==> src/rtl/pellet_draw.sv <==
// Pellet pool: accepts spawns into a 16-slot store, moves pellets up once per frame,
// and answers the per-pixel "is this pixel on a pellet" query with one cycle of latency.
module pellet_draw #(
    parameter int NUM_SLOTS   = 16,
    parameter int PELLET_SIZE = 4,
    parameter int SPEED       = 6,
    parameter int Y_MAX       = 480
) (
    input  logic       Clk,
    input  logic       Reset,
    input  logic       frame_tick,
    input  logic       spawn_valid,
    input  logic [9:0] spawn_x,
    input  logic [9:0] spawn_y,
    output logic       spawn_ready,
    input  logic [9:0] DrawX,
    input  logic [9:0] DrawY,
    output logic       is_pellet,
    output logic [4:0] active_count,
    output logic       busy
);

    localparam int IDX_W = 4;
    localparam logic [9:0]  SPEED_C = 10'(SPEED);
    localparam logic [9:0]  Y_MAX_C = 10'(Y_MAX);
    localparam logic [10:0] PSIZE_C = 11'(PELLET_SIZE);
    localparam logic [4:0]  FULL_C  = 5'(NUM_SLOTS);
    localparam logic [IDX_W-1:0] LAST_IDX_C = IDX_W'(NUM_SLOTS - 1);

    typedef enum logic [0:0] {
        S_IDLE = 1'b0,
        S_MOVE = 1'b1
    } state_t;

    state_t               state_q;
    logic [IDX_W-1:0]     sweep_idx_q;
    logic [NUM_SLOTS-1:0] slot_valid_q;
    logic [9:0]           slot_x_q [NUM_SLOTS];
    logic [9:0]           slot_y_q [NUM_SLOTS];
    logic [4:0]           active_count_q;
    logic                 is_pellet_q;

    logic [IDX_W-1:0]     free_idx_s;
    logic                 accept_s;
    logic                 hit_s;

    assign spawn_ready  = (state_q == S_IDLE) && (active_count_q < FULL_C);
    assign accept_s     = spawn_valid && spawn_ready && (spawn_y < Y_MAX_C);
    assign busy         = (state_q == S_MOVE);
    assign active_count = active_count_q;
    assign is_pellet    = is_pellet_q;

    // Lowest-index free slot; scanning downward lets the lowest free index win.
    always_comb begin
        free_idx_s = {IDX_W{1'b0}};
        for (int i = NUM_SLOTS - 1; i >= 0; i--) begin
            free_idx_s = slot_valid_q[i] ? free_idx_s : IDX_W'(i);
        end
    end

    // Pixel hit test over all live slots; 11-bit sums keep pellets near x=1023 from wrapping.
    always_comb begin
        hit_s = 1'b0;
        for (int i = 0; i < NUM_SLOTS; i++) begin
            hit_s = hit_s | (slot_valid_q[i]
                && ({1'b0, DrawX} >= {1'b0, slot_x_q[i]})
                && ({1'b0, DrawX} <  ({1'b0, slot_x_q[i]} + PSIZE_C))
                && ({1'b0, DrawY} >= {1'b0, slot_y_q[i]})
                && ({1'b0, DrawY} <  ({1'b0, slot_y_q[i]} + PSIZE_C)));
        end
    end

    // Pool state machine: spawns while idle, one slot moved or retired per sweep cycle.
    always_ff @(posedge Clk) begin
        if (Reset) begin
            state_q        <= S_IDLE;
            sweep_idx_q    <= {IDX_W{1'b0}};
            slot_valid_q   <= {NUM_SLOTS{1'b0}};
            active_count_q <= 5'd0;
            is_pellet_q    <= 1'b0;
            for (int i = 0; i < NUM_SLOTS; i++) begin
                slot_x_q[i] <= 10'd0;
                slot_y_q[i] <= 10'd0;
            end
        end else begin
            is_pellet_q <= hit_s;
            case (state_q)
                S_IDLE: begin
                    if (accept_s) begin
                        slot_valid_q[free_idx_s] <= 1'b1;
                        slot_x_q[free_idx_s]     <= spawn_x;
                        slot_y_q[free_idx_s]     <= spawn_y;
                        active_count_q           <= active_count_q + 5'd1;
                    end
                    if (frame_tick) begin
                        state_q     <= S_MOVE;
                        sweep_idx_q <= {IDX_W{1'b0}};
                    end
                end
                S_MOVE: begin
                    if (slot_valid_q[sweep_idx_q]) begin
                        if (slot_y_q[sweep_idx_q] >= SPEED_C) begin
                            slot_y_q[sweep_idx_q] <= slot_y_q[sweep_idx_q] - SPEED_C;
                        end else begin
                            slot_valid_q[sweep_idx_q] <= 1'b0;
                            active_count_q            <= active_count_q - 5'd1;
                        end
                    end
                    if (sweep_idx_q == LAST_IDX_C) begin
                        state_q <= S_IDLE;
                    end
                    sweep_idx_q <= sweep_idx_q + IDX_W'(1);
                end
                default: begin
                    state_q     <= S_IDLE;
                    sweep_idx_q <= {IDX_W{1'b0}};
                end
            endcase
        end
    end

endmodule

==> config.mk <==
export PLATFORM = sky130hd
export DESIGN_NAME = pellet_draw
export DESIGN_NICKNAME = d
export VERILOG_FILES = /design/src/rtl/pellet_draw.sv
export SDC_FILE = /design/constraint.sdc
export NUM_CORES = 1
export LEC_CHECK = 0
export BUFFER_PORTS_ARGS = -buffer_cell sky130_fd_sc_hd__buf_2
export CAP_MARGIN = 5
export CORE_UTILIZATION = 25
export DETAILED_ROUTE_END_ITERATION = 8
export PLACE_DENSITY = 0.42
export SLEW_MARGIN = 20
export SYNTH_ARGS = -nofsm -noshare
export SYNTH_HDL_FRONTEND = slang
export SYNTH_SLANG_ARGS = --single-unit
==> constraint.sdc <==
create_clock -name Clk -period 3.4 [get_ports Clk]
set_input_delay 0.51 -clock Clk [delete_from_list [all_inputs] [get_ports Clk]]
set_output_delay 0.51 -clock Clk [all_outputs]
set_load 0.01 [all_outputs]
==> impl_summary.log, run 1 <==
[metrics] result of the run: complete, no violations
[metrics] hold violation total from the final report: 0
[metrics] total power per unit cell area: 324 mW/mm²
[metrics] Critical Path Sink Type: register
[metrics] post-route setup TNS: 0 ps
[metrics] Worst R2R Start: busy$_SDFF_PP0_
[metrics] count of maximum capacitance violations: 0
[metrics] antenna viol nets, final: 0
[metrics] data required time of the worst path: 3680 ps
[metrics] Final Max Slew Viols: 0
[metrics] clock tree buffer depth: 3
[metrics] CTS Buf Count: between 40 and 50
[metrics] maximum number of pins on one net before global-route repair: 30
[metrics] CP Data Arrival Time: about 3600 ps
[metrics] mean instance size in the synthesized netlist: around 10 µm²
[metrics] count of flip-flops with a built-in enable after synthesis: between 300 and 400
[metrics] worst-path fanout max: 11
[metrics] R2R Path End: slot_x_q[2][3]$_SDFFCE_PN0P_
[metrics] highest clock frequency the design can meet: ~300 MHz
[metrics] total clock sinks: 351
[metrics] row count: 131
[metrics] post-synthesis to final-layout area growth: 18.2%
[metrics] FFs w/ async S/R, synth: 0%
[metrics] final std cells w/o fill: about 5,300
[metrics] number of vias per cell: roughly 4.7
[metrics] share of the yosys chip area belonging to registers: between 30% and 40%
[metrics] estimated wirelength of the detail-placed design: about 90 mm
[metrics] iteration-0 DRC count of the detailed router: roughly 1,500
[metrics] Placed Instances: 5,229
[metrics] Post-Syn Instances: approximately 3,300
[metrics] startpoint of the worst hold path: Reset
[metrics] post-synthesis net count: 3,924
[metrics] global-route wire length before repair: ~160 mm
[metrics] leakage dissipation: roughly 16 nW
[metrics] normalized max-slew margin: around 29%
[metrics] Nets: between 4,000 and 5,000
[metrics] via total after detailed routing: around 25,000
[metrics] die extent in y: 362 µm
[metrics] leading area contributor after synthesis: sky130_fd_sc_hd__edfxtp_1
[metrics] area of the multi-input gates: between 0.02 and 0.025 mm²
[metrics] placeable core area: approximately 0.13 mm²
[metrics] full die area: ~0.13 mm²
[metrics] count of buffers inserted at the top-level ports: 51
[metrics] number of fill cells: 13,400
[metrics] cell types with the largest area share after synthesis: sky130_fd_sc_hd__edfxtp_1, sky130_fd_sc_hd__ha_1, sky130_fd_sc_hd__xnor2_1
[metrics] cell area after synthesis: roughly 0.032 mm²
[metrics] post-synthesis register bit count: about 350
[metrics] antenna violations before repair: 7
[metrics] number of H-tree branching levels: 2
[metrics] post-synthesis cell type count: 86
[metrics] yosys synthesis warning count: 0
[metrics] overflow left after global routing: 0
[metrics] clock tree skew after final layout: between 20 and 30 ps
[metrics] root buffer cell: sky130_fd_sc_hd__clkbuf_16
[metrics] gp weighted congestion: between 0.8 and 0.9
[metrics] critical path type: reg2reg
[metrics] primary flip-flop cell chosen by synthesis mapping: sky130_fd_sc_hd__edfxtp_1
[metrics] time the worst path needs with I/O delays and setup: ~3300 ps
[metrics] path depth of the worst reg2reg path: 7
[metrics] number of global-route vias before repair: about 25,000
[metrics] clock transition at the registers of the reported paths: ~60 ps
[metrics] GRT Util Overall: 16.8%
[metrics] initial core utilization: around a quarter
[metrics] final worst-path cycle share: 97.8%
[metrics] overall routed net length: between 100 and 150 mm
[metrics] internal reg-to-reg setup slack: ~74 ps
[metrics] pin slew with the least headroom to its limit: around 1100 ps
[metrics] maximum VDD drop: 0.312 mV
[metrics] Top-Level Pins: 52
[metrics] Min-Delay Path Depth: 2
[metrics] horizontal die dimension: about 360 µm
[metrics] hold worst-path end: slot_valid_q[0]$_SDFFE_PP0P_
[metrics] drt pass-1 iters: 7
[metrics] area share of the leading cell type in the synthesized netlist: 29.7%
[metrics] TritonCTS clock tree: yes
[metrics] class of the worst hold path: in2reg
[metrics] final setup violation count: 0
[metrics] RSZ-0062 raised after global routing: true
[metrics] share of cells above drive strength 1: roughly 16%
[metrics] final core utilization: about 30%
[metrics] clock latency reported for the late side of the worst-skew pair: ~600 ps
[metrics] kind of launch point of the worst setup path: register
[metrics] DR WL/cell: ~21 µm
[metrics] hold slack: 260 ps
[metrics] area of all sequential standard cells: roughly 0.010 mm²
[metrics] Post-route DRC: 0
-- stage by stage --
stage / area [µm²] / setup WS [ps] / total power, mW
floorplan: 32400 / 238 / 6.61
global placement: 36800 / -176 / 7.80
detailed placement: 36800 / -216 / 7.81
CTS: 38200 / 25.4 / 12.6
global route: 38200 / -57.8 / 13.0
finish: 38200 / 73.7 / 12.4
-- flip-flops by register name (all words and copies together) (netlist names), named ones only --
name          flops
sweep_idx_q       4
slot_y_q        160
busy              1
slot_valid_q     16
is_pellet         1
active_count      5
slot_x_q        160
-- layout by cell type, fill, tap and decap left out, types with 47 or more instances in the layout --
master / n
sky130_fd_sc_hd__and2_1: 164
sky130_fd_sc_hd__xnor2_1: 199
sky130_fd_sc_hd__nor3_1: 54
sky130_fd_sc_hd__nor2_2: 90
sky130_fd_sc_hd__o21ai_0: 117
sky130_fd_sc_hd__ha_1: 617
sky130_fd_sc_hd__a21o_1: 47
sky130_fd_sc_hd__inv_1: 363
sky130_fd_sc_hd__a21oi_1: 133
sky130_fd_sc_hd__nor2_1: 160
sky130_fd_sc_hd__buf_2: 51
sky130_fd_sc_hd__edfxtp_1: 320
sky130_fd_sc_hd__buf_4: 226
sky130_fd_sc_hd__nand3_1: 152
sky130_fd_sc_hd__nand2_1: 118
-- power by group --
group          internal [mW]  switching [mW]  total (mW)
combinational           1.13            1.53        2.66
clock                   2.73            1.96        4.69
sequential              4.86           0.179        5.04
-- cell usage after synthesis, drive strengths merged (17+ instances only) --
cell	number
a21oi	136
a211oi	33
o2111ai	26
nor2b	43
nand4	41
clkbuf	41
o21a	26
xnor2	199
nand3	153
nor3	59
or2	17
nor4	17
nor2	250
and3	22
and2	164
nand2	122
a21o	47
buf	40
inv	363
mux4	46
o21ai	129
edfxtp	320
nand2b	45
a31oi	41
ha	617
mux2i	19
dfxtp	31
-- metal layers --
layer | GRT usage, % | vias up | share of wire, %
met5 | 0 | - | 0
met4 | 2.87 | 0 | 1.4
met3 | 1.85 | 67 | 3.6
met2 | 28.6 | 418 | 47
met1 | 22.9 | 12000 | 48
li1 | - | 12500 | -
-- cell type report --
cell class                      instances  area share (%)
Clock inverter                         27           0.638
Timing Repair Buffer                  322            7.39
Inverter                              364            3.57
Tap cell                             1729            5.66
Clock buffer                           53            3.02
Sequential cell                       351            26.8
Multi-Input combinational cell       2466            52.9
Antenna cell                            7          0.0458
-- what timing repair did --
| action | in CTS | in global routing |
|---|---|---|
| hold buffers | 0 | 0 |
| endpoints found under the hold margin | 0 | 0 |
| gates resized for setup | 3 | 16 |
| pin swaps | 0 | 0 |
| gates cloned | 0 | 0 |
| setup buffers | 2 | 1 |
| setup endpoints to repair | 19 | 254 |
-- critical path, cell delays in order (launching register included) --
cell and delay, ps:
sky130_fd_sc_hd__dfxtp_1 320, sky130_fd_sc_hd__inv_1 80, sky130_fd_sc_hd__ha_1 330, sky130_fd_sc_hd__nand4_1 320
sky130_fd_sc_hd__or3_1 600, sky130_fd_sc_hd__nor3_1 800, sky130_fd_sc_hd__buf_4 310, sky130_fd_sc_hd__or2_2 270
-- worst max-delay path by stage --
stage	startpoint	to	slack, ps	cells past startpoint
after floorplan	register	slot_y_q[15][0]$_SDFFCE_PN0P_	240	11
after global placement	slot_y_q[0][4]$_SDFFCE_PN0P_	is_pellet$_SDFF_PP0_	-180	13
after detailed placement	spawn_y[7]	slot_y_q[0][3]$_SDFFCE_PN0P_	-220	8
after CTS	slot_y_q[0][5]$_SDFFCE_PN0P_	is_pellet$_SDFF_PP0_	30	13
after global routing	busy$_SDFF_PP0_	slot_x_q[3][7]$_SDFFCE_PN0P_	-60	7
final	busy$_SDFF_PP0_	slot_x_q[2][3]$_SDFFCE_PN0P_	70	7
-- logic make-up (layout without fill, tap and decap cells) --
family                     after synthesis  in the layout  synth area share (%)
and+or+nand+nor                        977            977                  16.2
adders and majority gates              618            618                  23.9
AOI/OAI and AO/OA                      600            600                  12.5
buffers and inverters                  445            766                  5.96
DFF                                    351            351                  31.6
xor gates and xnor gates               203            203                  5.50
muxes                                   68             68                  4.30
other                                    0              7                     0
Power figures use the tool's default switching activity.
==> run 2: changes to the inputs <==
--- a/config.mk
+++ b/config.mk
@@ -9,7 +9,7 @@
 export CAP_MARGIN = 5
 export CORE_UTILIZATION = 25
 export DETAILED_ROUTE_END_ITERATION = 8
-export PLACE_DENSITY = 0.42
+export PLACE_DENSITY = 0.41
 export SLEW_MARGIN = 20
 export SYNTH_ARGS = -nofsm -noshare
 export SYNTH_HDL_FRONTEND = slang
==> constraint.sdc (replaced) <==
create_clock -name Clk -period 3.72 [get_ports Clk]
set_input_delay 0.558 -clock Clk [delete_from_list [all_inputs] [get_ports Clk]]
set_output_delay 0.558 -clock Clk [all_outputs]
set_load 0.01 [all_outputs]
==> impl_summary.log, run 2 (synthesized netlist as in run 1, its figures left out) <==
[metrics] result of the run: complete, no violations
[metrics] number of vias per cell: between 4 and 5
[metrics] Nets: ~4,100
[metrics] count of maximum capacitance violations: 0
[metrics] RSZ-0062 raised after global routing: false
[metrics] overflow left after global routing: 0
[metrics] final worst-path cycle share: between 90% and 100%
[metrics] maximum VDD drop: between 0.3 and 0.4 mV
[metrics] clock latency reported for the late side of the worst-skew pair: 610 ps
[metrics] hold violation total from the final report: 0
[metrics] iteration-0 DRC count of the detailed router: between 1,500 and 2,000
[metrics] clock tree skew after final layout: between 30 and 40 ps
[metrics] Post-CTS Setup Bufs: 0
[metrics] leakage dissipation: 15.3 nW
[metrics] kind of launch point of the worst setup path: register
[metrics] estimated wirelength of the detail-placed design: about 90 mm
[metrics] number of global-route vias before repair: between 20,000 and 30,000
[metrics] data required time of the worst path: about 4000 ps
[metrics] root buffer cell: sky130_fd_sc_hd__clkbuf_16
[metrics] GRT Max-Usage Layer: met2
[metrics] DR WL/cell: between 20 and 25 µm
[metrics] final core utilization: 29.2%
[metrics] CTS Buf Count: 43
[metrics] time the worst path needs with I/O delays and setup: 3550 ps
[metrics] row count: ~130
[metrics] via total after detailed routing: between 20,000 and 25,000
[metrics] total power per unit cell area: approximately 300 mW/mm²
[metrics] clock transition at the registers of the reported paths: 60 ps
[metrics] count of buffers inserted at the top-level ports: 51
[metrics] antenna viol nets, final: 0
[metrics] full die area: between 0.1 and 0.15 mm²
[metrics] total clock sinks: between 300 and 400
[metrics] pin slew with the least headroom to its limit: between 1000 and 1500 ps
[metrics] leading cell type in the layout, fill and taps excluded: sky130_fd_sc_hd__ha_1
[metrics] hold buffers post-CTS: 0
[metrics] met1 track utilization from global routing: 23.6%
[metrics] class of the worst hold path: in2reg
[metrics] Post-route DRC: 0
[metrics] placeable core area: 0.128 mm²
[metrics] number of H-tree branching levels: 2
[metrics] overall routed net length: around 110 mm
[metrics] GRT Util Overall: 17.4%
[metrics] Final Max Slew Viols: 0
[metrics] startpoint of the worst hold path: spawn_y[0]
[metrics] largest registers: slot_x_q (160), slot_y_q (160), slot_valid_q (16)
[metrics] initial core utilization: about a quarter
[metrics] path depth of the worst reg2reg path: 11
[metrics] gp weighted congestion: approximately 0.88
[metrics] final setup violation count: 0
[metrics] Critical Path Sink Type: register
[metrics] normalized max-slew margin: between 20% and 30%
[metrics] worst-path fanout max: 10
[metrics] quantity of gates resized following cts: 0
[metrics] drt pass-1 iters: 7
[metrics] clock tree buffer depth: 3
[metrics] highest clock frequency the design can meet: between 200 and 300 MHz
[metrics] critical path type: reg2reg
[metrics] share of cells above drive strength 1: between 10% and 20%
[metrics] die extent in y: ~360 µm
[metrics] TritonCTS clock tree: yes
[metrics] global-route wire length before repair: 169 mm
[metrics] post-synthesis to final-layout area growth: 15.4%
[metrics] Top-Level Pins: 52
[metrics] CP Data Arrival Time: around 3800 ps
[metrics] commonest cells after routing, fill and taps aside: sky130_fd_sc_hd__ha_1, sky130_fd_sc_hd__inv_1, sky130_fd_sc_hd__edfxtp_1
[metrics] met2 usage in global routing: between 20% and 30%
[metrics] global routing met3 resource utilization: under 10%
[metrics] antenna violations before repair: 6
[metrics] horizontal die dimension: around 360 µm
[metrics] Min-Delay Path Depth: 4
[metrics] post-route setup TNS: 0 ps
[metrics] maximum number of pins on one net before global-route repair: 30
==> run 2: cell count changes in the layout (fill, tap and decap cells not counted), sizes merged <==
cell,change
buf,-88
inv,-1
bufinv,+2
clkinvlp,+2
clkinv,-9
diode,-2
==> run 2: final timing paths <==
path                                   end  slack (ps)
min          slot_y_q[10][0]$_SDFFCE_PN0P_         480
max           slot_y_q[2][4]$_SDFFCE_PN0P_         170
max reg2reg   slot_y_q[2][4]$_SDFFCE_PN0P_         170
min reg2reg   active_count[1]$_SDFFE_PP0P_         550
==> run 2: cell type report <==
| cell class | count | area [µm²] |
|---|---|---|
| Antenna cell | 5 | 12.5 |
| Clock buffer | 53 | 1130 |
| Clock inverter | 21 | 273 |
| Fill cell | 13400 | 90700 |
| Inverter | 364 | 1370 |
| Multi-Input combinational cell | 2466 | 20200 |
| Sequential cell | 351 | 10200 |
| Tap cell | 1729 | 2160 |
| Timing Repair Buffer | 234 | 1970 |
==> run 2: worst max-delay path, stage by stage (launching register included) <==
cell	delay [ps]
sky130_fd_sc_hd__dfxtp_2	350
sky130_fd_sc_hd__buf_12	140
sky130_fd_sc_hd__mux4_1	660
sky130_fd_sc_hd__mux4_2	500
sky130_fd_sc_hd__nor3_1	180
sky130_fd_sc_hd__and3b_1	220
sky130_fd_sc_hd__buf_12	120
sky130_fd_sc_hd__a2111oi_4	80
sky130_fd_sc_hd__and3_4	250
sky130_fd_sc_hd__o21ai_1	240
sky130_fd_sc_hd__buf_4	170
sky130_fd_sc_hd__nand2_1	260
==> run 2: per-stage QoR <==
| stage | area, µm² | cells | setup WS [ps] | hold WS (ps) | power (mW) |
|---|---|---|---|---|---|
| after global routing | 37300 | 5218 | 42.5 | 466 | 11.9 |
| after floorplan | 32400 | 3262 | 558 | 467 | 6.04 |
| after CTS | 37300 | 5218 | 188 | 446 | 11.5 |
| final | 37300 | 5223 | 171 | 477 | 11.4 |
| after global placement | 35900 | 5144 | 20.6 | 537 | 7.07 |
| after detailed placement | 35900 | 5144 | 60.9 | 541 | 7.08 |
==> run 2: report_power, final <==
part | switching [mW] | internal (mW)
combinational | 1.39 | 0.954
sequential | 0.183 | 4.45
clock | 1.81 | 2.58
total | 3.38 | 7.98
==> run 2: per-layer routing <==
layer,share of wire [%],wire (µm),vias up
met2,48,54600,417
li1,-,-,12300
met1,47,53700,12100
met3,3.6,4150,93
met5,0.0079,9,-
met4,1.9,2190,2
==> run 3: changes to the inputs <==
--- a/config.mk
+++ b/config.mk
@@ -7,9 +7,9 @@
 export LEC_CHECK = 0
 export BUFFER_PORTS_ARGS = -buffer_cell sky130_fd_sc_hd__buf_2
 export CAP_MARGIN = 5
+export CORE_MARGIN = 2
 export CORE_UTILIZATION = 25
 export DETAILED_ROUTE_END_ITERATION = 8
-export PLACE_DENSITY = 0.41
 export SLEW_MARGIN = 20
 export SYNTH_ARGS = -nofsm -noshare
 export SYNTH_HDL_FRONTEND = slang
==> impl_summary.log, run 3 (synthesized netlist as in run 1, its figures left out) <==
[metrics] data required time of the worst path: just over 4000 ps
[metrics] horizontal die dimension: ~360 µm
[metrics] time the worst path needs with I/O delays and setup: approximately 3600 ps
[metrics] count of buffers inserted at the top-level ports: 51
[metrics] kind of launch point of the worst setup path: register
[metrics] GRT Util Overall: approximately 15%
[metrics] TritonCTS clock tree: yes
[metrics] pin slew with the least headroom to its limit: 1090 ps
[metrics] share of cells above drive strength 1: 13.2%
[metrics] final worst-path cycle share: a little under 100%
[metrics] final setup violation count: 0
[metrics] maximum VDD drop: 0.298 mV
[metrics] hold violation total from the final report: 0
[metrics] critical path type: reg2reg
[metrics] startpoint of the worst hold path: frame_tick
[metrics] via total after detailed routing: roughly 26,000
[metrics] largest registers: slot_x_q (160), slot_y_q (160), slot_valid_q (16)
[metrics] overflow left after global routing: 0
[metrics] antenna viol nets, final: 0
[metrics] initial core utilization: roughly a quarter
[metrics] Min-Delay Path Depth: 4
[metrics] iteration-0 DRC count of the detailed router: 2,162
[metrics] total clock sinks: ~350
[metrics] die extent in y: around 360 µm
[metrics] worst-path fanout max: 11
[metrics] Setup WS pre-CTS: -5.05 ps
[metrics] total chip power: roughly 11 mW
[metrics] CTS Buf Count: between 40 and 50
[metrics] final worst-path setup slack: around 130 ps
[metrics] hold buffers post-CTS: 0
[metrics] path depth of the worst reg2reg path: 10
[metrics] Nets: slightly above 4,000
[metrics] placeable core area: 0.128 mm²
[metrics] Final Max Slew Viols: 0
[metrics] number of H-tree branching levels: 2
[metrics] quantity of gates resized following cts: 0
[metrics] Top-Level Pins: 52
[metrics] final core utilization: approximately 29%
[metrics] normalized max-slew margin: between 20% and 30%
[metrics] gp weighted congestion: 0.949
[metrics] CP Data Arrival Time: 3930 ps
[metrics] Post-CTS Setup Bufs: 0
[metrics] leading cell type in the layout, fill and taps excluded: sky130_fd_sc_hd__ha_1
[metrics] final std cells w/o fill: a little over 5,000
[metrics] total power per unit cell area: just under 300 mW/mm²
[metrics] class of the worst hold path: in2reg
[metrics] overall routed net length: between 100 and 150 mm
[metrics] global-route wire length before repair: between 150 and 200 mm
[metrics] highest clock frequency the design can meet: approximately 280 MHz
[metrics] count of maximum capacitance violations: 0
[metrics] post-synthesis to final-layout area growth: 14.2%
[metrics] number of vias per cell: slightly below 5
[metrics] row count: between 100 and 150
[metrics] clock latency reported for the late side of the worst-skew pair: roughly 600 ps
[metrics] summed area of non-filler cells in the final layout: approximately 0.037 mm²
[metrics] Post-route DRC: 0
[metrics] drt pass-1 iters: 6
[metrics] number of fill cells: 13,200
[metrics] estimated wirelength of the detail-placed design: 80.1 mm
[metrics] internal reg-to-reg setup slack: ~130 ps
[metrics] number of global-route vias before repair: ~25,000
[metrics] leakage dissipation: between 15 and 20 nW
[metrics] clock tree skew after final layout: between 20 and 30 ps
[metrics] cell area after placement: between 0.03 and 0.04 mm²
[metrics] Critical Path Sink Type: register
[metrics] commonest cells after routing, fill and taps aside: sky130_fd_sc_hd__ha_1, sky130_fd_sc_hd__inv_1, sky130_fd_sc_hd__edfxtp_1
[metrics] result of the run: complete, no violations
[metrics] antenna violations before repair: 17
[metrics] post-route setup TNS: 0 ps
[metrics] hold slack: between 300 and 400 ps
[metrics] clock tree buffer depth: 3
[metrics] root buffer cell: sky130_fd_sc_hd__clkbuf_16
[metrics] clock transition at the registers of the reported paths: 60 ps
[metrics] R2R Path End: slot_y_q[3][5]$_SDFFCE_PN0P_
[metrics] DR WL/cell: approximately 20 µm
[metrics] maximum number of pins on one net before global-route repair: 30
[metrics] Placed Instances: 5,110
[metrics] full die area: 0.132 mm²
[metrics] RSZ-0062 raised after global routing: false
-- run 3: cell types whose count changed in the layout (fill, tap and decap cells not counted), moves of 2 or more --
cell	before	now
sky130_fd_sc_hd__clkbuf_1	9	3
sky130_fd_sc_hd__clkinvlp_4	3	5
sky130_fd_sc_hd__clkinv_2	6	10
sky130_fd_sc_hd__clkinv_1	5	7
sky130_fd_sc_hd__buf_4	156	130
sky130_fd_sc_hd__clkbuf_16	44	41
sky130_fd_sc_hd__buf_12	27	19
-- run 3: worst max-delay path: stages, from the launching register on --
cell and delay [ps]:
sky130_fd_sc_hd__dfxtp_2 470, sky130_fd_sc_hd__mux4_1 660, sky130_fd_sc_hd__mux4_2 510, sky130_fd_sc_hd__nor3_1 230, sky130_fd_sc_hd__and3b_1 290, sky130_fd_sc_hd__a2111oi_4 130, sky130_fd_sc_hd__and3_4 240, sky130_fd_sc_hd__a21oi_1 280
sky130_fd_sc_hd__buf_4 240, sky130_fd_sc_hd__nand2_1 100, sky130_fd_sc_hd__buf_12 190
-- run 3: worst max path at each step --
stage	to	startpoint	slack, ps
after global placement	is_pellet$_SDFF_PP0_	DrawY[1]	-240
after detailed placement	is_pellet$_SDFF_PP0_	DrawX[1]	-5
after global routing	slot_y_q[3][9]$_SDFFCE_PN0P_	register	50
after CTS	slot_y_q[3][5]$_SDFFCE_PN0P_	register	240
final	slot_y_q[3][5]$_SDFFCE_PN0P_	register	130
after floorplan	slot_y_q[15][0]$_SDFFCE_PN0P_	register	560
-- run 3: report_power, final --
group | internal (mW) | total, mW | switching (mW)
clock network | 2.38 | 4.13 | 1.75
registers | 4.45 | 4.62 | 0.179
logic | 0.923 | 2.26 | 1.34
total | 7.75 | 11.0 | 3.27
-- run 3: final cells by class --
cell class	count	area (µm²)	share of cell area (%)
multi-input combinational	2466	20200	54.7
clock inverter	30	310	0.840
inverter	364	1370	3.70
tap	1729	2160	5.86
clock buffer	44	1040	2.81
timing repair buffer	200	1610	4.36
sequential	351	10200	27.7
antenna	5	12.5	0.0339
-- run 3: per-layer routing --
metal	GRT usage (%)	vias to the layer above	wire length (µm)
li1	-	12300	-
met4	5.39	16	3810
met1	20.2	12500	44000
met3	2.02	175	7570
met2	25.4	834	47300
met5	0	-	102
